==> src/rtl/culsans_exit_monitor.sv <==
`default_nettype none
// +----------------------------------------------------------------------------+
// | culsans_exit_monitor                                                       |
// | Multi-hart tohost exit monitor: per-hart debounce, completion, watchdog.   |
// | Revision: 1.0                                                              |
// +----------------------------------------------------------------------------+
module culsans_exit_monitor #(
  parameter int NumHarts      = 4,
  parameter int ExitWidth     = 32,
  parameter int StableCycles  = 4,
  parameter int TimeoutCycles = 0,
  parameter int CntWidth      = 48,
  localparam int C_HART_W     = (NumHarts > 1) ? $clog2(NumHarts) : 1
) (
  input  logic                          clk_i,
  input  logic                          rst_i,
  input  logic                          start_i,
  input  logic                          clear_i,
  input  logic                          all_mode_i,
  input  logic [NumHarts-1:0]           hart_en_i,
  input  logic [NumHarts*ExitWidth-1:0] exit_i,
  output logic                          done_o,
  output logic                          pass_o,
  output logic                          fail_o,
  output logic                          timeout_o,
  output logic [C_HART_W-1:0]           fail_hart_o,
  output logic [ExitWidth-2:0]          exit_code_o,
  output logic [NumHarts-1:0]           harts_done_o,
  output logic [CntWidth-1:0]           cycles_o
);

  localparam logic [7:0]          c_stable  = 8'(StableCycles);
  localparam bit                  c_wd_en   = (TimeoutCycles != 0);
  localparam logic [CntWidth-1:0] c_wd_last = c_wd_en ? CntWidth'(TimeoutCycles - 1) : '0;

  typedef enum logic [1:0] {
    S_IDLE = 2'd0,
    S_RUN  = 2'd1,
    S_DONE = 2'd2
  } state_t;

  state_t                r_state;
  logic                  r_done;
  logic                  r_pass;
  logic                  r_fail;
  logic                  r_timeout;
  logic [C_HART_W-1:0]   r_fail_hart;
  logic [ExitWidth-2:0]  r_exit_code;
  logic [NumHarts-1:0]   r_harts_done;
  logic [CntWidth-1:0]   r_cycles;

  logic                  w_run;
  logic                  w_arm;
  logic [NumHarts-1:0]   w_accept;
  logic [NumHarts-1:0]   w_code_nz;
  logic [NumHarts-1:0]   w_fail_vec;
  logic [C_HART_W-1:0]   w_fail_idx;
  logic [ExitWidth-2:0]  w_fail_code;
  logic                  w_complete;
  logic                  w_wd_expire;

  assign w_run = (r_state == S_RUN);
  assign w_arm = (r_state == S_IDLE) && start_i && !clear_i;

  for (genvar h = 0; h < NumHarts; h++) begin : g_hart
    logic [ExitWidth-1:0] w_word;
    logic [7:0]           w_cnt_next;
    logic [ExitWidth-1:0] r_shadow;
    logic [7:0]           r_cnt;

    assign w_word = exit_i[h*ExitWidth +: ExitWidth];

    always_comb begin
      w_cnt_next = '0;
      if (w_word[0] && (w_word == r_shadow)) begin
        w_cnt_next = (r_cnt == c_stable) ? c_stable : r_cnt + 8'd1;
      end
    end

    assign w_accept[h]  = w_run && hart_en_i[h] && !r_harts_done[h] && (w_cnt_next == c_stable);
    assign w_code_nz[h] = |w_word[ExitWidth-1:1];

    // Shadow tracks the previous-cycle word; the counter only advances on live, unfinished harts.
    always_ff @(posedge clk_i or posedge rst_i) begin
      if (rst_i) begin
        r_shadow <= '0;
        r_cnt    <= '0;
      end else if (clear_i) begin
        r_shadow <= '0;
        r_cnt    <= '0;
      end else if (w_arm) begin
        r_shadow <= w_word;
        r_cnt    <= '0;
      end else if (w_run) begin
        r_shadow <= w_word;
        r_cnt    <= (hart_en_i[h] && !r_harts_done[h]) ? w_cnt_next : '0;
      end
    end
  end

  assign w_fail_vec = w_accept & w_code_nz;

  // Descending scan leaves the lowest failing hart selected.
  always_comb begin
    w_fail_idx  = '0;
    w_fail_code = '0;
    for (int h = NumHarts - 1; h >= 0; h--) begin
      if (w_fail_vec[h]) begin
        w_fail_idx  = C_HART_W'(h);
        w_fail_code = exit_i[h*ExitWidth+1 +: ExitWidth-1];
      end
    end
  end

  always_comb begin
    w_complete = 1'b0;
    if (w_run) begin
      if (all_mode_i) begin
        w_complete = ((((r_harts_done | w_accept) & hart_en_i) == hart_en_i) || (|w_fail_vec));
      end else begin
        w_complete = |w_accept;
      end
    end
  end

  assign w_wd_expire = c_wd_en && w_run && (r_cycles == c_wd_last);

  always_ff @(posedge clk_i or posedge rst_i) begin
    if (rst_i) begin
      r_state      <= S_IDLE;
      r_done       <= 1'b0;
      r_pass       <= 1'b0;
      r_fail       <= 1'b0;
      r_timeout    <= 1'b0;
      r_fail_hart  <= '0;
      r_exit_code  <= '0;
      r_harts_done <= '0;
      r_cycles     <= '0;
    end else if (clear_i) begin
      r_state      <= S_IDLE;
      r_done       <= 1'b0;
      r_pass       <= 1'b0;
      r_fail       <= 1'b0;
      r_timeout    <= 1'b0;
      r_fail_hart  <= '0;
      r_exit_code  <= '0;
      r_harts_done <= '0;
      r_cycles     <= '0;
    end else begin
      case (r_state)
        S_IDLE: begin
          if (start_i) begin
            r_state      <= S_RUN;
            r_cycles     <= '0;
            r_harts_done <= '0;
          end
        end
        S_RUN: begin
          if (r_cycles != {CntWidth{1'b1}}) begin
            r_cycles <= r_cycles + CntWidth'(1);
          end
          r_harts_done <= r_harts_done | w_accept;
          // Any accepted nonzero code ends the run, so this capture happens at most once.
          if (|w_fail_vec) begin
            r_fail_hart <= w_fail_idx;
            r_exit_code <= w_fail_code;
          end
          if (w_complete) begin
            r_state <= S_DONE;
            r_done  <= 1'b1;
            if (|w_fail_vec) begin
              r_fail <= 1'b1;
            end else begin
              r_pass <= 1'b1;
            end
          end else if (w_wd_expire) begin
            r_state   <= S_DONE;
            r_done    <= 1'b1;
            r_timeout <= 1'b1;
          end
        end
        S_DONE: begin
          r_state <= S_DONE;
        end
        default: begin
          r_state <= S_IDLE;
        end
      endcase
    end
  end

  assign done_o       = r_done;
  assign pass_o       = r_pass;
  assign fail_o       = r_fail;
  assign timeout_o    = r_timeout;
  assign fail_hart_o  = r_fail_hart;
  assign exit_code_o  = r_exit_code;
  assign harts_done_o = r_harts_done;
  assign cycles_o     = r_cycles;

endmodule
`default_nettype wire

==> config.mk <==
export PLATFORM = sky130hd
export DESIGN_NAME = culsans_exit_monitor
export DESIGN_NICKNAME = d
export VERILOG_FILES = /design/src/rtl/culsans_exit_monitor.sv
export SDC_FILE = /design/constraint.sdc
export NUM_CORES = 1
export LEC_CHECK = 0
export CAP_MARGIN = 15
export CORE_AREA = 5 5 182 184
export CTS_CLUSTER_DIAMETER = 120
export CTS_CLUSTER_SIZE = 30
export DETAILED_ROUTE_END_ITERATION = 10
export DIE_AREA = 0 0 187 189
export PLACE_DENSITY_LB_ADDON = 0.05
export SLEW_MARGIN = 20
export SYNTH_ARGS = -nofsm -noshare
export SYNTH_HDL_FRONTEND = slang
export SYNTH_SLANG_ARGS = --single-unit
export TNS_END_PERCENT = 20
==> constraint.sdc <==
create_clock -name clk_i -period 15.18 [get_ports clk_i]
set_input_delay 1.518 -clock clk_i [delete_from_list [all_inputs] [get_ports clk_i]]
set_output_delay 1.518 -clock clk_i [all_outputs]
set_load 0.01 [all_outputs]
==> impl_results.md <==
- Largest net degree at the start of global routing: ~130
- Startpoint Class: input pin
- Sequential share of the synthesized area: a little under half
- Mean post-synth cell area: between 8 and 9 um^2
- DPL Wire Length: roughly 34000 um
- Row cnt: 65
- GRT Residual Overflow: 0
- NumNets Final: roughly 1.9k
- CP Class: in2reg
- Vias: approximately 12k
- Detail Route Antenna Nets: 0
- Cts bufs inserted: 12
- Clock latency at the later pin of the worst-skew pair: around 510 ps
- RSZ-0062 raised after global routing: false
- ANT cells: 0
- Clk slew on worst S/H paths: 120 ps
- Worst Hold Class: reg2reg
- Post-DP Area: approximately 0.016 mm^2
- Post-route DRC: 0
- Die width: about 190 um
- Post-synth EDFFs: 0
- Worst reg2reg path depth: 8
- Top_reg_cell synth: dfrtp_1
- Max Clock Freq: between 0.2 and 0.25 GHz
- Io pins: between 200 and 250
- Count of non-filler cells in the finished layout: 2158
- Root Driver: clkbuf_16
- CP Capture Type: register
- CTS max path bufs: 3
- Drt initial violations: between 800 and 900
- Mapped Cells: around 1.6k
- Area of the multi-input gates: just over 0.007 mm^2
- Die Y: between 150 and 200 um
- Post-Syn Nets: 1738
- Leak Pwr: 6.66 nW
- Fill cells: approximately 3k
- Power Dens Cells: approximately 87 mW/mm^2
- Final slew viol count: 0
- Post-CTS Setup Bufs: 0
- Critical Path RT: about 16000 ps
- Tcrit/Tclk final: a little under 30%
- Core area: 0.0312 mm^2
- Post-Syn Area: between 0.01 and 0.015 mm^2
- Worst Path Max Fanout: 31
- Sequential standard cell area: around 0.0063 mm^2
- Area Overhead vs Synth: 21.4%
- CTS resizes: 0
- Pre-Repair DR Iteration Count: 5
- Fin Setup TNS: 0 ps
- Final setup fails: 0
- Finished Core Util: a little over half
- Worst hold stages: 2
- Hold buffer count at CTS: 0
- Reg2Reg Setup Slack: between 10000 and 15000 ps
- Final hold vios: 0
- CTS tree: yes
- Status: finished clean
- Routability Congestion: roughly 0.90
- Global Route Usage Sum: 25.0%
- #FFs+latches synth: 250
- CTS H-Tree Depth: 1
- DR WL/cell: 20.8 um
- Worst Clk Skew: around 25 ps
- YS warnings: 0
- Dpl cells: about 2.1k
- FF-to-FF End: exit_code_o[14]
- Tmin final: roughly 4500 ps
- Post-route cell area: ~0.017 mm^2
- Share of cells above drive strength 1: 2.85%
- Total Die Area: 0.0353 mm^2
- Initial Utilization: approximately 44%
- First-pass GRT wire length: roughly 71000 um
- Initial antenna violation count: 0
- PortBufs: 224
- Via density per instance: between 5 and 6
- WHS Endpoint: g_hart[0].r_shadow[0]
- Max cap viols: 0
- Library cells used by synthesis: 73
- Vias in the first global route: between 10k and 15k
- WP data arrival: 4880 ps
- Routed wire length: approximately 45000 um
- Worst Tran Pin Value: around 1000 ps
- Hold path startpoint: g_hart[0].r_shadow[0]
- Rel. slew slack: 30.5%
- Clk sinks: 250
- Critical R2R Launch: g_hart[1].r_cnt[4]
- Max rail drop VDD: 0.0648 mV
- Asr flop ratio synth: 100%
[cell usage in the layout, fill, tap and decap left out, types with 37 or more instances in the layout]
master	instances
o21ai_1	37
xor2_1	112
o21ai_0	166
clkdlybuf4s50_1	224
dfrtp_1	250
xnor2_1	66
nor2_1	96
nor4_1	65
nand3_1	37
nand2_1	351
nand4_1	38
[Yosys cell counts (7+ instances only)]
library cell	count	area, um^2
a21oi_1	15	75.1
a221oi_1	32	280
a31oi_1	7	43.8
and3_1	19	119
and4_1	10	87.6
clkbuf_1	78	293
dfrtp_1	250	6260
ha_1	11	138
inv_1	30	113
nand2_1	351	1320
nand3_1	37	185
nand4_1	38	238
nor2_1	98	368
nor3_1	19	95.1
nor4_1	65	407
o21ai_0	166	831
o21ai_1	37	185
o221ai_1	31	272
or3_1	8	50.1
or4_1	14	105
xnor2_1	66	578
xor2_1	112	981
[cell type report]
type / instances / share of cell area, %
clock inverters: 2 / 0.149
multi-input cells: 1223 / 42.6
clock buffers: 14 / 2.02
well taps: 402 / 3.00
flip-flops and latches: 250 / 37.3
inverters: 31 / 0.754
repair buffers: 236 / 14.2
[worst max path at each step]
stage / from / end / slack (ps) / depth (start not counted)
floorplan: rst_i / cycles_o[0] / 6790 / 1
global placement: exit_i[20] / exit_code_o[2] / 10000 / 11
detailed placement: exit_i[100] / exit_code_o[19] / 10100 / 9
CTS: exit_i[100] / exit_code_o[19] / 10610 / 9
global route: exit_i[52] / exit_code_o[17] / 10460 / 9
finish: exit_i[52] / exit_code_o[14] / 10660 / 9
[state kept, by name, indices dropped and copies added (netlist names)]
signal	flops
g_hart.r_shadow	128
cycles_o	48
g_hart.r_cnt	32
exit_code_o	31
harts_done_o	4
fail_hart_o	2
r_state	2
done_o	1
fail_o	1
pass_o	1
[kinds of logic after synthesis]
group / Yosys count / share of synthesized area (%)
buffers and inverters: 117 / 3.35
AND/OR/NAND/NOR: 707 / 24.3
other: 1 / 0.0272
adder cells (fa/ha/maj): 11 / 0.997
AO/OA/AOI/OAI: 323 / 14.4
flip-flops: 250 / 45.3
XOR/XNOR: 178 / 11.3
multiplexers: 3 / 0.218
[routing by layer]
metal / vias up / wire length [um] / track usage [%]
met2: 422 / 20700 / 40.3
met5: - / 0 / 0
met1: 5912 / 20100 / 35.3
li1: 5918 / - / -
met3: 75 / 2630 / 3.61
met4: 0 / 1400 / 7.05
[metrics by stage]
step	hold slack, ps	setup WS [ps]	power (mW)
global route	529	10460	1.53
CTS	501	10610	1.47
detailed placement	473	10100	1.08
floorplan	450	6790	0.948
global placement	463	10000	1.07
finish	497	10660	1.46
[worst max-delay path, cell delays in order]
cell and delay (ps):
clkdlybuf4s50_1 540, xor2_1 210, nor4_1 430, nand4_1 160, or2_2 370, nor3_1 280
nand2_1 680, o221ai_1 560, o21ai_1 130
[power by group]
| group | internal (mW) | switching [mW] |
|---|---|---|
| Combinational | 0.113 | 0.196 |
| Clock | 0.164 | 0.226 |
| Sequential | 0.720 | 0.0384 |
| Total | 0.997 | 0.460 |
No activity file was read; power rests on OpenSTA's default activity.
